**src/rtl/rtc_access_sequencer.sv**
```systemverilog
// rtc_access_sequencer: arbitrates user register writes and periodic read refreshes
// of the RTC channels onto a write engine and a read engine. One transaction at a time,
// writes outrank a pending refresh, all outputs registered.
// Optional watchdog on the wait states: define RTC_SEQ_TIMEOUT_EN.
module rtc_access_sequencer #(
  parameter int                NUM_CH      = 2,
  parameter int                NUM_REGS    = 3,
  parameter int                DATA_W      = 8,
  parameter int                ADDR_W      = 8,
  parameter logic [ADDR_W-1:0] BASE_ADDR   = 'h21,
  parameter logic [ADDR_W-1:0] CH_STRIDE   = 'h20,
  parameter int                ALARM_CH    = 1,
  parameter int                REFRESH_DIV = 1000,
  parameter int                TIMEOUT     = 4096,
  localparam int               CH_W        = (NUM_CH > 1) ? $clog2(NUM_CH) : 1
) (
  input  logic                       clk,
  input  logic                       reset,
  input  logic                       wr_req,
  input  logic [CH_W-1:0]            wr_ch,
  input  logic [NUM_REGS*DATA_W-1:0] wr_data,
  input  logic                       init_busy,
  input  logic                       wr_done,
  input  logic                       rd_done,
  input  logic [NUM_REGS*DATA_W-1:0] rd_data,
  output logic                       wr_start,
  output logic                       rd_start,
  output logic [NUM_REGS*ADDR_W-1:0] addr_bus,
  output logic [NUM_REGS*DATA_W-1:0] data_bus,
  output logic [CH_W-1:0]            cur_ch,
  output logic                       alarm_on,
  output logic                       busy,
  output logic                       wr_ack,
  output logic                       wr_err,
  output logic                       rd_valid,
  output logic [CH_W-1:0]            rd_ch,
  output logic [NUM_REGS*DATA_W-1:0] snapshot,
  output logic                       timeout_err
);

  localparam int REF_W = $clog2(REFRESH_DIV);

  typedef enum logic [1:0] {IDLE = 2'd0, WR_WAIT = 2'd1, RD_WAIT = 2'd2} state_t;

  state_t                     state, state_d;
  logic [REF_W-1:0]           ref_cnt;
  logic                       ref_wrap;
  logic                       tick;
  logic [CH_W-1:0]            rd_ptr;
  logic                       wr_ok, wr_bad, rd_go, wr_fin, rd_fin, to_hit;
  logic [CH_W-1:0]            cur_ch_d, rd_ch_d, rd_ptr_d;
  logic [NUM_REGS*ADDR_W-1:0] addr_d;
  logic [NUM_REGS*DATA_W-1:0] data_d, snap_d;
  logic                       busy_d, alarm_d;

  // Register i of channel ch lives at BASE_ADDR + ch*CH_STRIDE + i; the
  // arithmetic is done at ADDR_W bits so it wraps naturally.
  function automatic logic [NUM_REGS*ADDR_W-1:0] addr_of(input logic [CH_W-1:0] ch);
    logic [NUM_REGS*ADDR_W-1:0] a;
    a = '0;
    for (int i = 0; i < NUM_REGS; i++)
      a[i*ADDR_W +: ADDR_W] = BASE_ADDR + ADDR_W'(ch) * CH_STRIDE + ADDR_W'(i);
    return a;
  endfunction

  assign ref_wrap = (ref_cnt == REF_W'(REFRESH_DIV - 1));

  // Free-running refresh divider; each wrap leaves a tick pending until a read is issued
  always_ff @(posedge clk) begin
    if (reset) begin
      ref_cnt <= '0;
      tick    <= 1'b0;
    end else begin
      ref_cnt <= ref_wrap ? '0 : ref_cnt + 1'b1;
      tick    <= (tick & ~rd_go) | ref_wrap;
    end
  end

  // Start/finish qualification: only IDLE launches work, and a write beats the refresh
  always_comb begin
    wr_ok  = 1'b0;
    wr_bad = 1'b0;
    rd_go  = 1'b0;
    if (state == IDLE && !init_busy) begin
      if (wr_req) begin
        if (int'(wr_ch) < NUM_CH) wr_ok  = 1'b1;
        else                      wr_bad = 1'b1;
      end else begin
        rd_go = tick;
      end
    end
    wr_fin = (state == WR_WAIT) && wr_done;
    rd_fin = (state == RD_WAIT) && rd_done;
  end

`ifdef RTC_SEQ_TIMEOUT_EN
  localparam int WD_W = (TIMEOUT > 1) ? $clog2(TIMEOUT) : 1;
  logic [WD_W-1:0] wd_cnt;

  // A completion in the final cycle still counts as a normal finish
  assign to_hit = (state != IDLE) && !wr_fin && !rd_fin && (wd_cnt == WD_W'(TIMEOUT - 1));

  // Cycles spent in the current wait state; restarts from zero on every entry
  always_ff @(posedge clk) begin
    if (reset || state == IDLE) wd_cnt <= '0;
    else                        wd_cnt <= wd_cnt + 1'b1;
  end

  // Sticky watchdog flag, only reset clears it
  always_ff @(posedge clk) begin
    if (reset)       timeout_err <= 1'b0;
    else if (to_hit) timeout_err <= 1'b1;
  end
`else
  assign to_hit = 1'b0;
  // No watchdog built; TIMEOUT is a positive count so this is constant low
  assign timeout_err = (TIMEOUT < 0);
`endif

  // State register
  always_ff @(posedge clk) begin
    if (reset) state <= IDLE;
    else       state <= state_d;
  end

  // Next-state decode
  always_comb begin
    state_d = state;
    case (state)
      IDLE:    if (wr_ok) state_d = WR_WAIT;
               else if (rd_go) state_d = RD_WAIT;
      WR_WAIT: if (wr_fin || to_hit) state_d = IDLE;
      RD_WAIT: if (rd_fin || to_hit) state_d = IDLE;
      default: state_d = IDLE;
    endcase
  end

  // Next values of the registered outputs; bus contents only change at a start
  always_comb begin
    cur_ch_d = cur_ch;
    addr_d   = addr_bus;
    data_d   = data_bus;
    snap_d   = snapshot;
    rd_ch_d  = rd_ch;
    rd_ptr_d = rd_ptr;
    if (wr_ok) begin
      cur_ch_d = wr_ch;
      addr_d   = addr_of(wr_ch);
      data_d   = wr_data;
    end else if (rd_go) begin
      cur_ch_d = rd_ptr;
      addr_d   = addr_of(rd_ptr);
    end
    if (rd_fin) begin
      snap_d  = rd_data;
      rd_ch_d = cur_ch;
    end
    // A timed-out read still moves on so one dead channel cannot starve the rest
    if ((state == RD_WAIT) && (rd_fin || to_hit))
      rd_ptr_d = (rd_ptr == CH_W'(NUM_CH - 1)) ? '0 : rd_ptr + 1'b1;
    busy_d  = (state_d != IDLE);
    alarm_d = (state_d == WR_WAIT) && (int'(cur_ch_d) == ALARM_CH);
  end

  // Output and bookkeeping registers
  always_ff @(posedge clk) begin
    if (reset) begin
      wr_start <= 1'b0;
      rd_start <= 1'b0;
      wr_ack   <= 1'b0;
      wr_err   <= 1'b0;
      rd_valid <= 1'b0;
      busy     <= 1'b0;
      alarm_on <= 1'b0;
      cur_ch   <= '0;
      rd_ch    <= '0;
      rd_ptr   <= '0;
      addr_bus <= '0;
      data_bus <= '0;
      snapshot <= '0;
    end else begin
      wr_start <= wr_ok;
      rd_start <= rd_go;
      wr_ack   <= wr_fin;
      wr_err   <= wr_bad;
      rd_valid <= rd_fin;
      busy     <= busy_d;
      alarm_on <= alarm_d;
      cur_ch   <= cur_ch_d;
      rd_ch    <= rd_ch_d;
      rd_ptr   <= rd_ptr_d;
      addr_bus <= addr_d;
      data_bus <= data_d;
      snapshot <= snap_d;
    end
  end

endmodule

```
**config.mk**
```make
export PLATFORM = sky130hd
export DESIGN_NAME = rtc_access_sequencer
export DESIGN_NICKNAME = d
export VERILOG_FILES = /design/src/rtl/rtc_access_sequencer.sv
export SDC_FILE = /design/constraint.sdc
export NUM_CORES = 1
export LEC_CHECK = 0
export CORE_MARGIN = 2
export CORE_UTILIZATION = 41
export CTS_CLUSTER_SIZE = 28
export DETAILED_ROUTE_END_ITERATION = 16
export PLACE_DENSITY = 0.79
export RECOVER_POWER = 25
export SLEW_MARGIN = 20
export SYNTH_ARGS = -nofsm -noshare
export SYNTH_HDL_FRONTEND = slang
export SYNTH_SLANG_ARGS = --single-unit
```
**constraint.sdc**
```tcl
create_clock -name clk -period 1.55 [get_ports clk]
set_input_delay 0.31 -clock clk [delete_from_list [all_inputs] [get_ports clk]]
set_output_delay 0.31 -clock clk [all_outputs]
set_load 0.02 [all_outputs]
```
# Yosys cells after proc, flatten, opt, wreduce, memory -nomap -nowiden
# Index checks and enable logic that the tools add are counted.
# totals
ff_bits,94
latch_bits,0
mem_bits_rw,0
romBits,0
output_inout_bits,82
mem_count,0
# op_classes
addsub,8
n_mul,0
n_div,0
n_lt_le_gt_ge,0
n_eq_ne,4
shift,0
mux,14
bitwise_logic,3
reduce_logical,10
# op_table
operator,n
24-bit 2-to-1 mux,2
7-bit by 2-bit adder with 8-bit output (second input constant),2
8-bit by 1-bit adder with 8-bit output (second input constant),2
6-bit by 6-bit adder with 7-bit output (first input constant),2
10-bit by 1-bit adder with 10-bit output (second input constant),1
10-bit == test (second input constant),1
2-bit 2-to-1 mux,4
1-bit 2-to-1 mux,7
2-bit one-hot mux with 3 select lines,1
1-bit logical AND,5
2-bit by 1-bit == test with 1-bit output (second input constant),2
2-bit nonzero test,2
2-bit == test (second input constant),1
2-bit logical NOT,1
2-bit OR reduction,1
1-bit adder (second input constant),1
1-bit AND,1
1-bit logical NOT,1
1-bit NOT,1
1-bit OR,1

# Logic depth before layout (Yosys ltp)
# depth
ltp_word,8
mapped_depth,6
depth_no_buf,4

# Worst setup path before layout
# OpenSTA, ideal clock, no wires.
# synth_path
path_kind,reg2reg
start,reg state[1]
end,reg data_bus[0]
setup_ns,0.132
arrival_ns,1.309
slack_ns,0.109
stages_incl_launch_ff,7
n_path_buf,3
synth_period_minus_slack_ns,1.441
cell_sequence,dfxtp_1 > buf_6 > or4b_1 > buf_2 > buf_6 > nand2_1 > a21oi_1
# synth_between
elab_chain_len,3
# synth_lines
item,line,rtl
from (decl),45,"state_t state, state_d;"
from (signal assigned),123,else state <= state_d;
2-bit logical NOT,84,if (state == IDLE && !init_busy) begin
1-bit logical AND,84,
1-bit 2-to-1 mux,84,
to (signal assigned),193,data_bus <= data_d;
to (decl),29,"output logic [NUM_REGS*DATA_W-1:0] data_bus,"
# No other way between the ends.
# A chain may end at the register's enable or synchronous reset.

# Final worst setup path
# layout_path
start,reg state[1]
end,reg data_bus[4]
# The elaborated chain is that of the path after synthesis.

==> run summary <==
Status: completed
Max Clock Freq: 0.7063 GHz
Row count: 30
Mapped Cells: 347
Ant diodes: 0
Num CTS Buffers: 9
RSZ-0062 raised after global routing: no
Fin nets: 520
Synth cell types: 41
Htree depth: 3
Drt drc: 0
Max Buffers Root-to-Sink: 2
Die W: 87.76 um
Synthesized cell area: 2877 um2
Clk_skew: 0.004630 ns
DR pass1 iterations: 4
Clk Latency, worst-skew pair: 0.34 ns
YS warnings: 0
First DRT Iteration DRCs: 104
Via count: 2642
Worst EP required: 1.77 ns
Most used standard cell by instance count after synthesis: nand2_1
P_leak: 1.835 nW
Final hold violation count: 0
CP Launch Type: flip-flop
Ys async rst share: 0%
Post-Route WL: 6970 um
Congestion Overflow GR: 0
WL/cell: 12.38 um
CTS Root Cell: clkbuf_8
Period minus WS final: 1.416 ns
Hpwl dp: 5059 um
Final setup fails: 0
Maxcap violations: 0
Endpoint type of the worst setup path: flip-flop
Synth cell count leaders: nand2_1, dfxtp_1, a21oi_1, buf_4, nor2_1
Post-synth EDFFs: 0
DIE AREA: 7702 um2
Share of layout cells above drive strength 1: 7.066%
Power Dens Cells: 940.5 nW/um2
CTS tree: yes
Synth area leader: dfxtp_1
I/O Pins: 137
CORE AREA: 6794 um2
Reg2reg start: state[1]
Pin count of the biggest net entering global routing: 27
Seq cells post-synth: 73
Synth Flop Type: dfxtp_1
First-pass GRT wire length: 10830 um
Initial antenna violation count: 0
Maximum VDD drop: 0.4027 mV
DR vias/cell: 4.693
Clk slew on worst S/H paths: 0.07 ns
Vias in the first global route: 2481
Initial Util: 42.34%
Post-synthesis sequential area ratio: 50.80%
Port bufs: 120
Final cell count without fillers: 563
Hold Path Origin: reset
RePlAce Congestion: 0.7938
Critical path peak fanout: 25
Die height: 87.76 um
Area Growth Syn to Fin: 47.06%
Top-area cell type share of the netlist area: 50.80%
Clock sinks: 73
DP Cell Count: 549
Critical path startpoint: state[1]
Hold_buf cts: 0
Tot GR Track Use: 17.69%
Synth top area cells: dfxtp_1, nand2_1, a21oi_1
Worst Path Arrival: 1.64 ns
Final period util: 91.35%
Hold WS: 0.2747 ns
Slew Limit Fails: 0
Final instance area: 4230 um2
Hold crit path type: primary input to flip-flop
Post-route ant nets: 0
Setup CP Type: flip-flop to flip-flop
Placed Area: 4109 um2
Mean Syn Cell Area: 8.290 um2
cell families after synthesis:
family | Yosys count | share of synthesized area (%)
other | 1 | 0.1304
DFF | 73 | 50.80
adders and majority gates | 1 | 0.4349
AOI/OAI and AO/OA | 74 | 13.92
and+or+nand+nor | 145 | 22.88
xor gates and xnor gates | 4 | 1.218
buffers and inverters | 49 | 10.61
what timing repair did:
item / CTS / global route
resized for setup: 66 / 2
setup endpoints to repair: 66 / 4
setup buffers: 0 / 0
pin swaps: 0 / 0
worst paths after layout:
path	to	slack [ns]	depth (start not counted)
hold reg to reg	ref_cnt[0]	0.45	1
setup / recovery	data_bus[4]	0.13	4
hold / removal	ref_cnt[9]	0.27	2
setup reg to reg	data_bus[4]	0.13	4
cell type report:
class / count / area, um2
well taps: 96 / 120.1
inverters: 6 / 22.52
fillers: 597 / 2564
clock buffers: 11 / 131.4
multi-input cells: 240 / 1174
flip-flops and latches: 73 / 1463
clock inverters: 3 / 67.56
repair buffers: 134 / 1252
state kept, by name, summed over array words and instances, names as in the netlist:
register and count:
wr_ack 1, rd_valid 1, addr_bus 3, wr_start 1, rd_start 1, cur_ch 1, ref_cnt 10, rd_ch 1
state 2, alarm_on 1, tick 1, data_bus 24, snapshot 24, busy 1, rd_ptr 1
through the flow:
stage	total power, mW	TNS [ns]	setup slack [ns]	utilization [%]
after floorplan	2.304	0	0.1091	-
after global placement	2.536	-4.734	-0.1813	60.48
after detailed placement	2.547	-5.687	-0.2119	60.48
after CTS	4.021	0	0.06608	62.19
after global routing	4.147	0	0.01499	62.27
final	3.978	0	0.1341	62.27
layout by cell type (no fill, tap or decap), types with 3 or more instances in the layout:
| master | synthesis | layout |
|---|---|---|
| a21oi_1 | 58 | 58 |
| nor2_1 | 12 | 12 |
| o21ai_0 | 6 | 6 |
| clkbuf_8 | 0 | 9 |
| dlygate4sd2_1 | 0 | 66 |
| dfxtp_1 | 73 | 72 |
| clkdlybuf4s50_1 | 0 | 53 |
| conb_1 | 1 | 16 |
| buf_4 | 24 | 8 |
| inv_1 | 6 | 6 |
| nand2_1 | 103 | 103 |
| buf_12 | 0 | 3 |
| or3_1 | 4 | 4 |
| nand3_1 | 5 | 5 |
| clkbuf_1 | 9 | 3 |
report_power, final:
part | internal, mW | switching (mW) | leakage (nW)
logic | 0.242 | 0.250 | 1.15
registers | 1.93 | 0.0403 | 0.593
clock network | 0.890 | 0.622 | 0.0955
total | 3.07 | 0.913 | 1.84
routing by layer:
layer / routed length, um / track usage, %
met2: 3622 / 32.51
met3: 379 / 3.864
met4: 116 / 7.972
met5: 0 / 0
met1: 2850 / 19.33
critical path: stages (launching register included):
cell     delay (ns)
dfxtp_2        0.37
or4b_1         0.53
buf_4          0.23
nand2_1        0.10
a21oi_1        0.06
Power figures use the tool's default switching activity.
